===== src/rtl/audio_in_frame_reader.sv =====
// Pops one stereo frame per request from buf_audio_in and presents it on a valid/ready stream.
// Latency: frame_valid rises READ_LATENCY+1 cycles after the adv_read_enable pulse.
// Backpressure: at most one frame in flight; no new pop is issued until the held frame is accepted.
module audio_in_frame_reader #(
  parameter int NUM_AUDIO_CHANNELS = 1,
  parameter int AUDIO_WIDTH        = 24,
  parameter int READ_LATENCY       = 1,   // legal range 1..7 (3-bit latency counter)
  localparam int FRAME_W           = NUM_AUDIO_CHANNELS * 2 * AUDIO_WIDTH
) (
  input  logic               sys_clk,
  input  logic               sys_rst,
  input  logic               enable,
  input  logic               buffer_ready,
  input  logic               buffer_full,
  input  logic [FRAME_W-1:0] audio_channel_in,
  output logic               adv_read_enable,
  output logic               frame_valid,
  input  logic               frame_ready,
  output logic [FRAME_W-1:0] frame_data,
  output logic [31:0]        frame_count,
  output logic [15:0]        full_events,
  output logic               busy
);

  typedef enum logic [1:0] {IDLE, REQ, WAIT, HOLD} state_t;

  state_t     state;
  state_t     state_nxt;
  logic [2:0] lat_cnt;
  logic [2:0] lat_cnt_nxt;
  logic [1:0] rst_sync;
  logic       run_ok;
  logic       capture;
  logic       handshake;
  logic       full_q;

  assign run_ok    = rst_sync[1];
  assign handshake = frame_valid && frame_ready;

  // Two-flop synchroniser on reset release; IDLE is held until it has propagated.
  always_ff @(posedge sys_clk or negedge sys_rst) begin
    if (!sys_rst) rst_sync <= 2'b00;
    else          rst_sync <= {rst_sync[0], 1'b1};
  end

  // Next-state logic: request, wait out the buffer read latency, hold until accepted.
  always_comb begin
    state_nxt   = state;
    lat_cnt_nxt = lat_cnt;
    capture     = 1'b0;
    case (state)
      IDLE: begin
        if (run_ok && enable && buffer_ready) state_nxt = REQ;
      end
      REQ: begin
        lat_cnt_nxt = 3'(READ_LATENCY);
        state_nxt   = WAIT;
      end
      WAIT: begin
        // The pop is already committed, so buffer_ready is not consulted here.
        if (lat_cnt == 3'd1) begin
          capture     = 1'b1;
          lat_cnt_nxt = 3'd0;
          state_nxt   = HOLD;
        end else begin
          lat_cnt_nxt = lat_cnt - 3'd1;
        end
      end
      HOLD: begin
        if (handshake) state_nxt = (enable && buffer_ready) ? REQ : IDLE;
      end
      default: state_nxt = IDLE;
    endcase
  end

  // State register and registered stream/control outputs, all derived from the next state.
  always_ff @(posedge sys_clk or negedge sys_rst) begin
    if (!sys_rst) begin
      state           <= IDLE;
      lat_cnt         <= 3'd0;
      adv_read_enable <= 1'b0;
      frame_valid     <= 1'b0;
      busy            <= 1'b0;
    end else begin
      state           <= state_nxt;
      lat_cnt         <= lat_cnt_nxt;
      adv_read_enable <= (state_nxt == REQ);
      frame_valid     <= (state_nxt == HOLD);
      busy            <= (state_nxt != IDLE);
    end
  end

  // Frame capture and accepted-frame counter.
  always_ff @(posedge sys_clk or negedge sys_rst) begin
    if (!sys_rst) begin
      frame_data  <= '0;
      frame_count <= 32'd0;
    end else begin
      if (capture)   frame_data  <= audio_channel_in;
      if (handshake) frame_count <= frame_count + 32'd1;
    end
  end

  // Count rising edges of buffer_full in any state, saturating at all-ones.
  always_ff @(posedge sys_clk or negedge sys_rst) begin
    if (!sys_rst) begin
      full_q      <= 1'b0;
      full_events <= 16'd0;
    end else begin
      full_q <= buffer_full;
      if (buffer_full && !full_q && (full_events != 16'hFFFF))
        full_events <= full_events + 16'd1;
    end
  end

endmodule


===== config.mk =====
export PLATFORM = sky130hd
export DESIGN_NAME = audio_in_frame_reader
export DESIGN_NICKNAME = d
export VERILOG_FILES = /design/src/rtl/audio_in_frame_reader.sv
export SDC_FILE = /design/constraint.sdc
export NUM_CORES = 1
export LEC_CHECK = 0
export BUFFER_PORTS_ARGS = -buffer_cell sky130_fd_sc_hd__buf_2
export CORE_AREA = 2 2 115 95
export CTS_BUF_LIST = sky130_fd_sc_hd__clkbuf_4 sky130_fd_sc_hd__clkbuf_8
export DETAILED_ROUTE_END_ITERATION = 10
export DIE_AREA = 0 0 117 97
export GPL_TIMING_DRIVEN = 0
export HOLD_SLACK_MARGIN = 0.08
export PLACE_DENSITY_LB_ADDON = 0.08
export SLEW_MARGIN = 20
export SYNTH_ARGS = -nofsm -noshare
export SYNTH_HDL_FRONTEND = slang
export SYNTH_SLANG_ARGS = --single-unit

===== constraint.sdc =====
create_clock -name sys_clk -period 1.75 [get_ports sys_clk]
set_input_delay 0.35 -clock sys_clk [delete_from_list [all_inputs] [get_ports sys_clk]]
set_output_delay 0.35 -clock sys_clk [all_outputs]
set_load 0.02 [all_outputs]

# [After elaboration in Yosys (flattened, before gate mapping)]
# Cells that the tools add are included.
[word_totals] register_bits=107
[classes] n_eq_ne=7 n_reduce_logical=10 mux=9 n_addsub=3
[ops] operator="adder 32 x 1 -> 32 bit (second input constant)" n=1
[ops] operator="adder 16 x 1 -> 16 bit (second input constant)" n=1
[ops] operator="!= test 16 bit (second input constant)" n=1
[ops] operator="one-hot mux 2 bit (4 select lines)" n=1
[ops] operator="equality test 2 bit (second input constant)" n=3
[ops] operator="logical AND 1 bit" n=6
[ops] operator="two-way mux 2 bit" n=3
[ops] operator="one-hot mux 3 bit (2 select lines)" n=1
[ops] operator="equality test 2 x 1 -> 1 bit (second input constant)" n=2
[ops] operator="nonzero test 2 bit" n=2
[ops] operator="equality test 3 x 1 -> 1 bit (second input constant)" n=1
[ops] operator="two-way mux 1 bit" n=3
[ops] operator="two-way mux 3 bit" n=1
[ops] operator="subtractor 3 x 1 -> 3 bit (second input constant)" n=1
[ops] operator="logical NOT 2 bit" n=1
[ops] operator="logical NOT 1 bit" n=1

# [Logic depth before layout (Yosys ltp)]
# Gate-level depths: netlist of run 1.
[logic_depth] depth_word=5 depth_mapped=6 depth_no_buf=6

# [Worst setup path after synthesis of run 1]
# No wires, ideal clock.
[synth_path] kind="register to register" from="reg full_events[0]" to="reg full_events[7]" arrival_time_ps=1671 stages_incl_launch_ff=7 slack_ps=-59 period_less_slack_ps=1809 setup_time_ps=138 path_cell_list="dfrtp_1 > ha_1 > nand4_1 > nor4_2 > buf_2 > nor4_1 > xor2_1"
[synth_between] elab_chain_len=2
[synth_rtl] element="start, declared" line="21" source="output logic [15:0] full_events,"
[synth_rtl] element="start signal, assigned" line="112" source="full_events <= full_events + 16'd1;"
[synth_rtl] element="parallel branches: the longest is 2 deep, another holds adder 16 x 1 -> 16 bit"
# Parallel ways; which one is timed is not known.
# A chain may end at the register's enable or synchronous reset.

# [Worst setup path after layout of run 1]
[layout_path] from="reg full_events[12]" to="reg full_events[3]"
[layout_between] elab_chain_len=2
[layout_rtl] element="!= test 16 bit" line="111" source="if (buffer_full && !full_q && (full_events != 16'hFFFF))"
[layout_rtl] element="logical AND 1 bit" line="111"
# No other way between the ends.

==> impl_summary.md, run 1 <==
Critical path
Of all nets on the critical path, the largest fanout is 5. The worst-case register-to-register setup slack is 0.04 ns. The reg-to-reg endpoint is full_events[3]. The worst-case reg-to-reg path depth is 6. For the worst setup path, the data required time is 1.99 ns.

The kind of critical path is flop to flop. The nature of the critical path startpoint is a flop. The worst setup path endpoint is full_events[3]. The worst register-to-register path begins at full_events[12]. STA puts the critical path data arrival time at 1.95 ns. The source of the critical timing path is full_events[12].

The critical path endpoint category is a flop.

Drt
The via density per instance is 4.87. The detailed-route via count is 3256. The detailed router finished its first iteration with 135 violations. The first detailed-routing pass ran for 4 iterations. The final wirelength is 9.62 mm.

In the routed design, unresolved DRC markers number 0. Once detail routing completed, the nets flagged for antenna violations numbered 0. The routed wire length per instance is 14.4 um.

Finish
The final layout contains 584 nets. The number of diodes added for antenna fixing is 0. Counting the fill cells in the layout gives 884. The number of standard cells in the final layout excluding fillers is 668. In the final layout, the share of cells above drive strength 1 is 0.509. Across the whole layout, storage elements account for 2680 sq um. The library cells used most frequently in the layout, excluding fill and tap cells, are sky130_fd_sc_hd__buf_2, sky130_fd_sc_hd__dfrtp_1, sky130_fd_sc_hd__mux2_2, sky130_fd_sc_hd__xnor2_1. The total area of multi-input combinational cells is 1820 sq um. The synthesis-to-finish area growth is 31.9%. The final non-filler cell area is 5920 sq um. The library cell used most frequently in the layout, excluding fill and tap cells, is sky130_fd_sc_hd__buf_2.

Power
Of the total power, the share spent switching nets is 0.372. The part of the total power dissipated in the clock network is 0.168. The total net switching power is 0.00349 W. Overall power consumption after layout is estimated at 0.00938 W. The leakage power total is 2.94 nW.

The portion of total power attributed to sequential cells is 0.401. The areal power density over the cells is 1580 nW/um^2. The worst-case IR drop observed on VDD is 905 uV. The internal power of the cells totals 0.00589 W.

The part of the total power dissipated in combinational logic is 0.431.

Synth
The mapped netlist covers 4490 sq um. By area the synthesized netlist is led by sky130_fd_sc_hd__dfrtp_1, sky130_fd_sc_hd__mux2_2, sky130_fd_sc_hd__xnor2_1. The number of enable-type register cells in the synthesized netlist is 0. The top-area cell type share of the netlist area is 0.596.

The synthesized netlist contains 41 unique library cells. After synthesis, the share of flip-flops with an asynchronous set or reset is 1.00. The count of mapped cells out of synthesis is 339.

The total of flip-flops plus latches after synthesis is 107. The net count after synthesis is 400. Among all flip-flop cells after synthesis, the most frequent one is sky130_fd_sc_hd__dfrtp_1. The synthesized design spends more area on one cell type than any other, namely sky130_fd_sc_hd__dfrtp_1. Yosys printed 0 warnings. The share of the Yosys chip area taken by registers is 0.596. The average cell area after synthesis is 13.3 sq um.

Timing
The post-layout minimum cycle time is 1.71 ns. The final hold violation count is 0. The post-route worst setup slack is 0.0429 ns. On the final layout, the worst clock skew is 0.00806 ns.

The normalized max-slew margin is 0.641. The transition time at the pin with the least slew margin is 0.539 ns. Of the available clock period, the critical path in the final layout requires 0.975. The highest clock frequency the design can meet is 0.586 GHz. The sum of negative setup slack is 0 ns. The max-slew violation count is 0. Setup repair after global routing could not meet its margin everywhere.

The final setup violation count is 0.

Die
The die area is 11300 sq um. The floorplan step set the die height to 97 um. The core footprint is 10100 sq um. The initial utilization of the core area, before any placement, comes to 0.444.

During I/O placement, the number of pins put on the boundary was 153. The horizontal die dimension is 117 um. The floorplan has 33 rows.

Global routing
In the global route stage, overall resource usage came out at 0.174. The total global routing overflow is 0. Entering global routing, the biggest net connects 57 pins. The number of antenna violations at the first check in global routing is 1.

The first global-routing pass estimated 15.6 mm of wire. The via count of the first global-routing pass is 3232.

Place
Including well taps, the total number of placed cells is 632. In this run the tool buffered the top-level ports with 152 buffer cells. The post-detailed-placement cell area is 5460 sq um. The setup slack at placement is -0.263 ns. Once detailed placement completed, the half-perimeter wirelength came to 6.86 mm. Routability-driven placement finished with a final weighted congestion of 0.767.

Clocking
The H-tree was split into 3 levels. Clock-pin slew was measured on the worst setup and hold paths at 0.09 ns. The TritonCTS clock tree is built.

In this run the deepest clock path goes through 2 buffers. For this design, the sink count on the clock tree is 107. The latest clock arrival within the worst-skew pair is 0.36 ns. The number of CTS-inserted buffers is 9. The root buffer selected by CTS is sky130_fd_sc_hd__clkbuf_8.

Flow run
The number of max-cap violations is 0.

Min path
The min-delay analysis places its worst path in the category primary input to flop.

Outcome
The flow ran to the end, and the final reports show no timing, DRC or antenna violations.
## final cells by class
| cell class | count | area share |
|---|---|---|
| plain buffers | 7 | 0.00993 |
| clock buffers | 12 | 0.0279 |
| clock inverters | 4 | 0.00803 |
| inverters | 8 | 0.00507 |
| multi-input cells | 217 | 0.307 |
| flip-flops and latches | 107 | 0.453 |
| well taps | 140 | 0.0296 |
| repair buffers | 173 | 0.159 |
## repair_timing
| action | 4_1_cts | 5_1_grt |
|---|---|---|
| endpoints found under the setup margin | 64 | 42 |
| buffers inserted | 10 | 8 |
| cloned | 0 | 1 |
| resized for setup | 12 | 15 |
| pin swaps | 3 | 6 |
| endpoints found under the hold margin | 55 | 0 |
| hold buffers | 1 | 0 |
## sequential cells by signal, summed over array words and instances (netlist names)
signal           flops
rst_sync             2
state                2
frame_valid          1
full_q               1
frame_data          48
lat_cnt              3
full_events         16
frame_count         32
busy                 1
adv_read_enable      1
## synthesized netlist by cell type, types with 2 or more instances
library cell / count
sky130_fd_sc_hd__dfrtp_1: 107
sky130_fd_sc_hd__o21ai_0: 5
sky130_fd_sc_hd__nor4_4: 2
sky130_fd_sc_hd__and3_1: 3
sky130_fd_sc_hd__buf_2: 4
sky130_fd_sc_hd__buf_1: 2
sky130_fd_sc_hd__nor3_2: 3
sky130_fd_sc_hd__ha_1: 7
sky130_fd_sc_hd__nand3b_1: 2
sky130_fd_sc_hd__or2_2: 2
sky130_fd_sc_hd__a22o_1: 2
sky130_fd_sc_hd__nand3_2: 2
sky130_fd_sc_hd__nor4b_1: 2
sky130_fd_sc_hd__and2_1: 2
sky130_fd_sc_hd__xnor2_1: 28
sky130_fd_sc_hd__nand3_1: 19
sky130_fd_sc_hd__nor2_1: 10
sky130_fd_sc_hd__nand4_1: 17
sky130_fd_sc_hd__nor4_1: 3
sky130_fd_sc_hd__nor3_1: 5
sky130_fd_sc_hd__and4_1: 3
sky130_fd_sc_hd__mux2_2: 49
sky130_fd_sc_hd__inv_1: 8
sky130_fd_sc_hd__a21oi_1: 2
sky130_fd_sc_hd__nand2_1: 18
sky130_fd_sc_hd__xor2_1: 17
## per-stage QoR
stage / utilization / hold slack (ns)
2_1_floorplan: - / 0.0544
3_3_place_gp: 0.537 / 0.334
3_5_place_dp: 0.540 / 0.345
4_1_cts: 0.573 / 0.100
5_1_grt: 0.586 / 0.106
6_report: 0.586 / 0.130
## routing by layer
| layer | vias up | part of all wire | global-route usage |
|---|---|---|---|
| met5 | - | 0.0011 | 0 |
| met4 | 2 | 0.011 | 0.0489 |
| met1 | 1590 | 0.44 | 0.221 |
| met3 | 11 | 0.065 | 0.0602 |
| met2 | 92 | 0.48 | 0.281 |
| li1 | 1561 | - | - |
## logic make-up (layout without fill, tap and decap cells)
family,after synthesis,in the layout,synth area share
xor gates and xnor gates,45,45,0.0877
muxes,49,49,0.123
buffers and inverters,15,204,0.0136
other,1,1,0.000835
AOI/OAI and AO/OA,14,14,0.0201
DFF,107,107,0.596
and+or+nand+nor,101,101,0.139
adders and majority gates,7,7,0.0195
## worst min path at each step
| stage | start | to | slack (ns) | depth (start not counted) |
|---|---|---|---|---|
| 3_3_place_gp | rst_sync[0] | rst_sync[1] | 0.33 | 0 |
| 5_1_grt | buffer_full | full_q | 0.11 | 1 |
| 2_1_floorplan | sys_rst | adv_read_enable | 0.05 | 0 |
| 4_1_cts | buffer_full | full_q | 0.10 | 1 |
| 3_5_place_dp | sys_rst | frame_count[8] | 0.35 | 1 |
| 6_report | buffer_full | full_q | 0.13 | 1 |
## power groups by stage
stage	Sequential (W)	Clock (W)	Combinational (W)
finish	0.00376	0.00158	0.00404
detailed placement	0.00384	0	0.00378
global route	0.00389	0.00176	0.00436
global placement	0.00380	0	0.00371
floorplan	0.00473	0	0.00161
CTS	0.00378	0.00165	0.00394
## critical path: stages, from the launching register on
cell	delay [ns]
sky130_fd_sc_hd__dfrtp_1	0.46
sky130_fd_sc_hd__nand4_1	0.25
sky130_fd_sc_hd__nor4_4	0.37
sky130_fd_sc_hd__buf_4	0.18
sky130_fd_sc_hd__buf_6	0.11
sky130_fd_sc_hd__nor3_1	0.05
sky130_fd_sc_hd__xor2_1	0.17
Power figures use the tool's default switching activity.
==> run 2, diff against run 1 <==
==> constraint.sdc (replaced) <==
create_clock -name sys_clk -period 1.75 [get_ports sys_clk]
set_input_delay 0.0875 -clock sys_clk [delete_from_list [all_inputs] [get_ports sys_clk]]
set_output_delay 0.0875 -clock sys_clk [all_outputs]
set_load 0.02 [all_outputs]
==> impl_summary.md, run 2 (synthesized netlist as in run 1, its figures left out) <==
Global routing
The global router's overall resource usage is 0.186. The number of antenna violations at the first check in global routing is 0. The via count of the first global-routing pass is 3491. Entering global routing, the biggest net connects 57 pins.

The total global routing overflow is 0. The first global-routing pass estimated 16.6 mm of wire.

Timing
At the pin with the least slew margin, the transition time is 0.599 ns. The final hold violation count is 0. The max-slew violation count came to 0. Setup repair after global routing could not meet its margin everywhere.

The post-layout minimum cycle time is 1.72 ns. In the finished design, the share of the clock period the worst path needs comes to 0.986. In this run the tightest slew margin relative to its limit is 0.600. Setup violations remaining at the end of the flow were counted as 0. Between clock sinks in the finished design, the worst skew comes to 0.00982 ns. Timing would allow up to 0.580 GHz.

Finish
The largest registers in the layout are frame_data: 48 flops, frame_count: 32 flops, full_events: 16 flops. The library cells used most frequently in the layout, excluding fill and tap cells, are sky130_fd_sc_hd__buf_2, sky130_fd_sc_hd__dfrtp_1, sky130_fd_sc_hd__dlygate4sd3_1, sky130_fd_sc_hd__mux2_2, sky130_fd_sc_hd__xnor2_1. Of the cells placed in the final design, the portion with a size suffix greater than 1 is 0.459. The number of diodes added for antenna fixing is 0. The most common library cell in the layout ignoring fill and taps is sky130_fd_sc_hd__buf_2.

In the final design database the tool counted 633 nets. The register with the most flip-flops in the layout has 48 of them. The end-of-flow core utilization is 0.637. The synthesis-to-finish area growth is 43.4%.

With fillers left out, the area of the finished cells amounts to 6440 sq um. The final-layout fill cell count is 829. Ranked by flip-flop count, first place goes to frame_data.

Place
The count of port buffers added during placement is 152. The post-detailed-placement half-perimeter wirelength is 6.86 mm. The post-detailed-placement cell area is 5460 sq um. The congestion estimate from routability-driven global placement came to 0.767.

Critical path
STA classifies the critical path endpoint as a flop. At the worst endpoint, the arrival time is 1.97 ns. The required time of the critical path is 2.00 ns.

Along the worst path, the maximum fanout reaches 5. The kind of critical path is flop to flop. STA classifies the critical path startpoint as a flop.

Die
The core footprint is 10100 sq um. Pin placement for this block handled 153 I/O pins. For this configuration, the core starts out at a cell density of 0.444. The horizontal die dimension is 117 um. The die area is 11300 sq um.

In this run the core area contains 33 standard-cell rows. The die is 97 um tall.

Flow run
The number of max-cap violations is 0.

Drt
The routed wire length per instance is 14.6 um. The first detailed-routing pass took 4 iterations. The detailed router placed 3448 vias in this run. Dividing the detail-routed via count by the number of cells gives 4.81. After detailed routing, the total wire length is 10.5 mm. After the first detailed-routing iteration, the DRC count stood at 147. In the routed design, unresolved DRC markers number 0. The post-detailed-route count of antenna-violating nets is 0.

Outcome
The run finished with clean final reports.

Min path
The worst hold-check path type is primary input to async pin.

Clocking
The later pin in the worst-skew pair is clocked with a latency of 0.36 ns. TritonCTS built the clock tree. The count of clock tree sinks is 107. The clock transition time at the flip-flop clock pins of the worst setup and hold paths is 0.10 ns. The number of CTS-inserted buffers is 9. The clock tree synthesis step divided the H-tree into 3 levels. In this run the deepest clock path goes through 2 buffers. The root buffer selected by CTS is sky130_fd_sc_hd__clkbuf_8.

Power
The largest voltage drop on the vdd net is 944 uV. Summed over all cells, the static leakage comes to 3.15 nW. For this design the ratio of total power to cell area is 1490 nW/um^2.
-- run 2: changes by cell type in the layout (fill, tap and decap cells not counted), sizes merged --
cell,previous run,this run
buf,178,177
dlygate4sd3,1,51
-- run 2: cell type report --
cell class,count,area [sq um],share of cell area
timing repair buffer,222,1440,0.224
multi-input combinational,217,1840,0.285
sequential,107,2680,0.416
buffer,7,66.3,0.0103
clock buffer,12,165,0.0256
clock inverter,4,47.5,0.00738
inverter,8,30.0,0.00466
tap,140,175,0.0272
-- run 2: routing by layer --
layer,global-route usage,vias to the layer above,share of wire
met4,0.0570,0,0.016
met5,0,-,0
met3,0.0558,14,0.055
li1,-,1654,-
met2,0.311,101,0.49
met1,0.230,1679,0.44
-- run 2: critical path, cell delays in order (launching register included) --
cell                      delay [ns]
sky130_fd_sc_hd__dfrtp_1        0.47
sky130_fd_sc_hd__nand4_1        0.25
sky130_fd_sc_hd__nor4_4         0.45
sky130_fd_sc_hd__buf_4          0.22
sky130_fd_sc_hd__nor3_1         0.06
sky130_fd_sc_hd__xor2_1         0.16
-- run 2: repair_timing --
| item | CTS | global route |
|---|---|---|
| hold buffers | 51 | 0 |
| buffers inserted | 10 | 7 |
| endpoints found under the setup margin | 64 | 41 |
| gates resized for setup | 12 | 17 |
| gates cloned | 0 | 1 |
| endpoints found under the hold margin | 106 | 0 |
| pin swaps | 3 | 10 |
-- run 2: per-stage QoR --
step	std cells	total power, W	hold slack [ns]	TNS (ns)	setup slack [ns]
after floorplan	339	0.00634	-0.208	0	0.0127
after global placement	631	0.00751	0.227	-78.41	-0.657
after detailed placement	632	0.00762	0.0924	-9.24	-0.263
after CTS	709	0.00946	0.181	0	0.00502
after global routing	717	0.0102	0.256	-0.947	-0.0960
final	717	0.00958	0.237	0	0.0250
-- run 2: final timing paths --
| kind | from | end | slack, ns | cells past startpoint |
|---|---|---|---|---|
| worst max-delay path | full_events[12] | full_events[8] | 0.03 | 5 |
| worst min-delay path | sys_rst | frame_count[8] | 0.24 | 2 |
| worst max register to register | full_events[12] | full_events[8] | 0.03 | 5 |
| worst min register to register | rst_sync[0] | rst_sync[1] | 0.36 | 0 |
| max in group asynchronous | sys_rst | full_events[5] | 0.84 | 3 |
| min in group sys_clk | enable | adv_read_enable | 0.24 | 4 |
-- run 2: power by group --
group          switching (W)  internal [W]
Clock               0.000809      0.000775
Sequential          0.000500       0.00328
Combinational        0.00227       0.00194
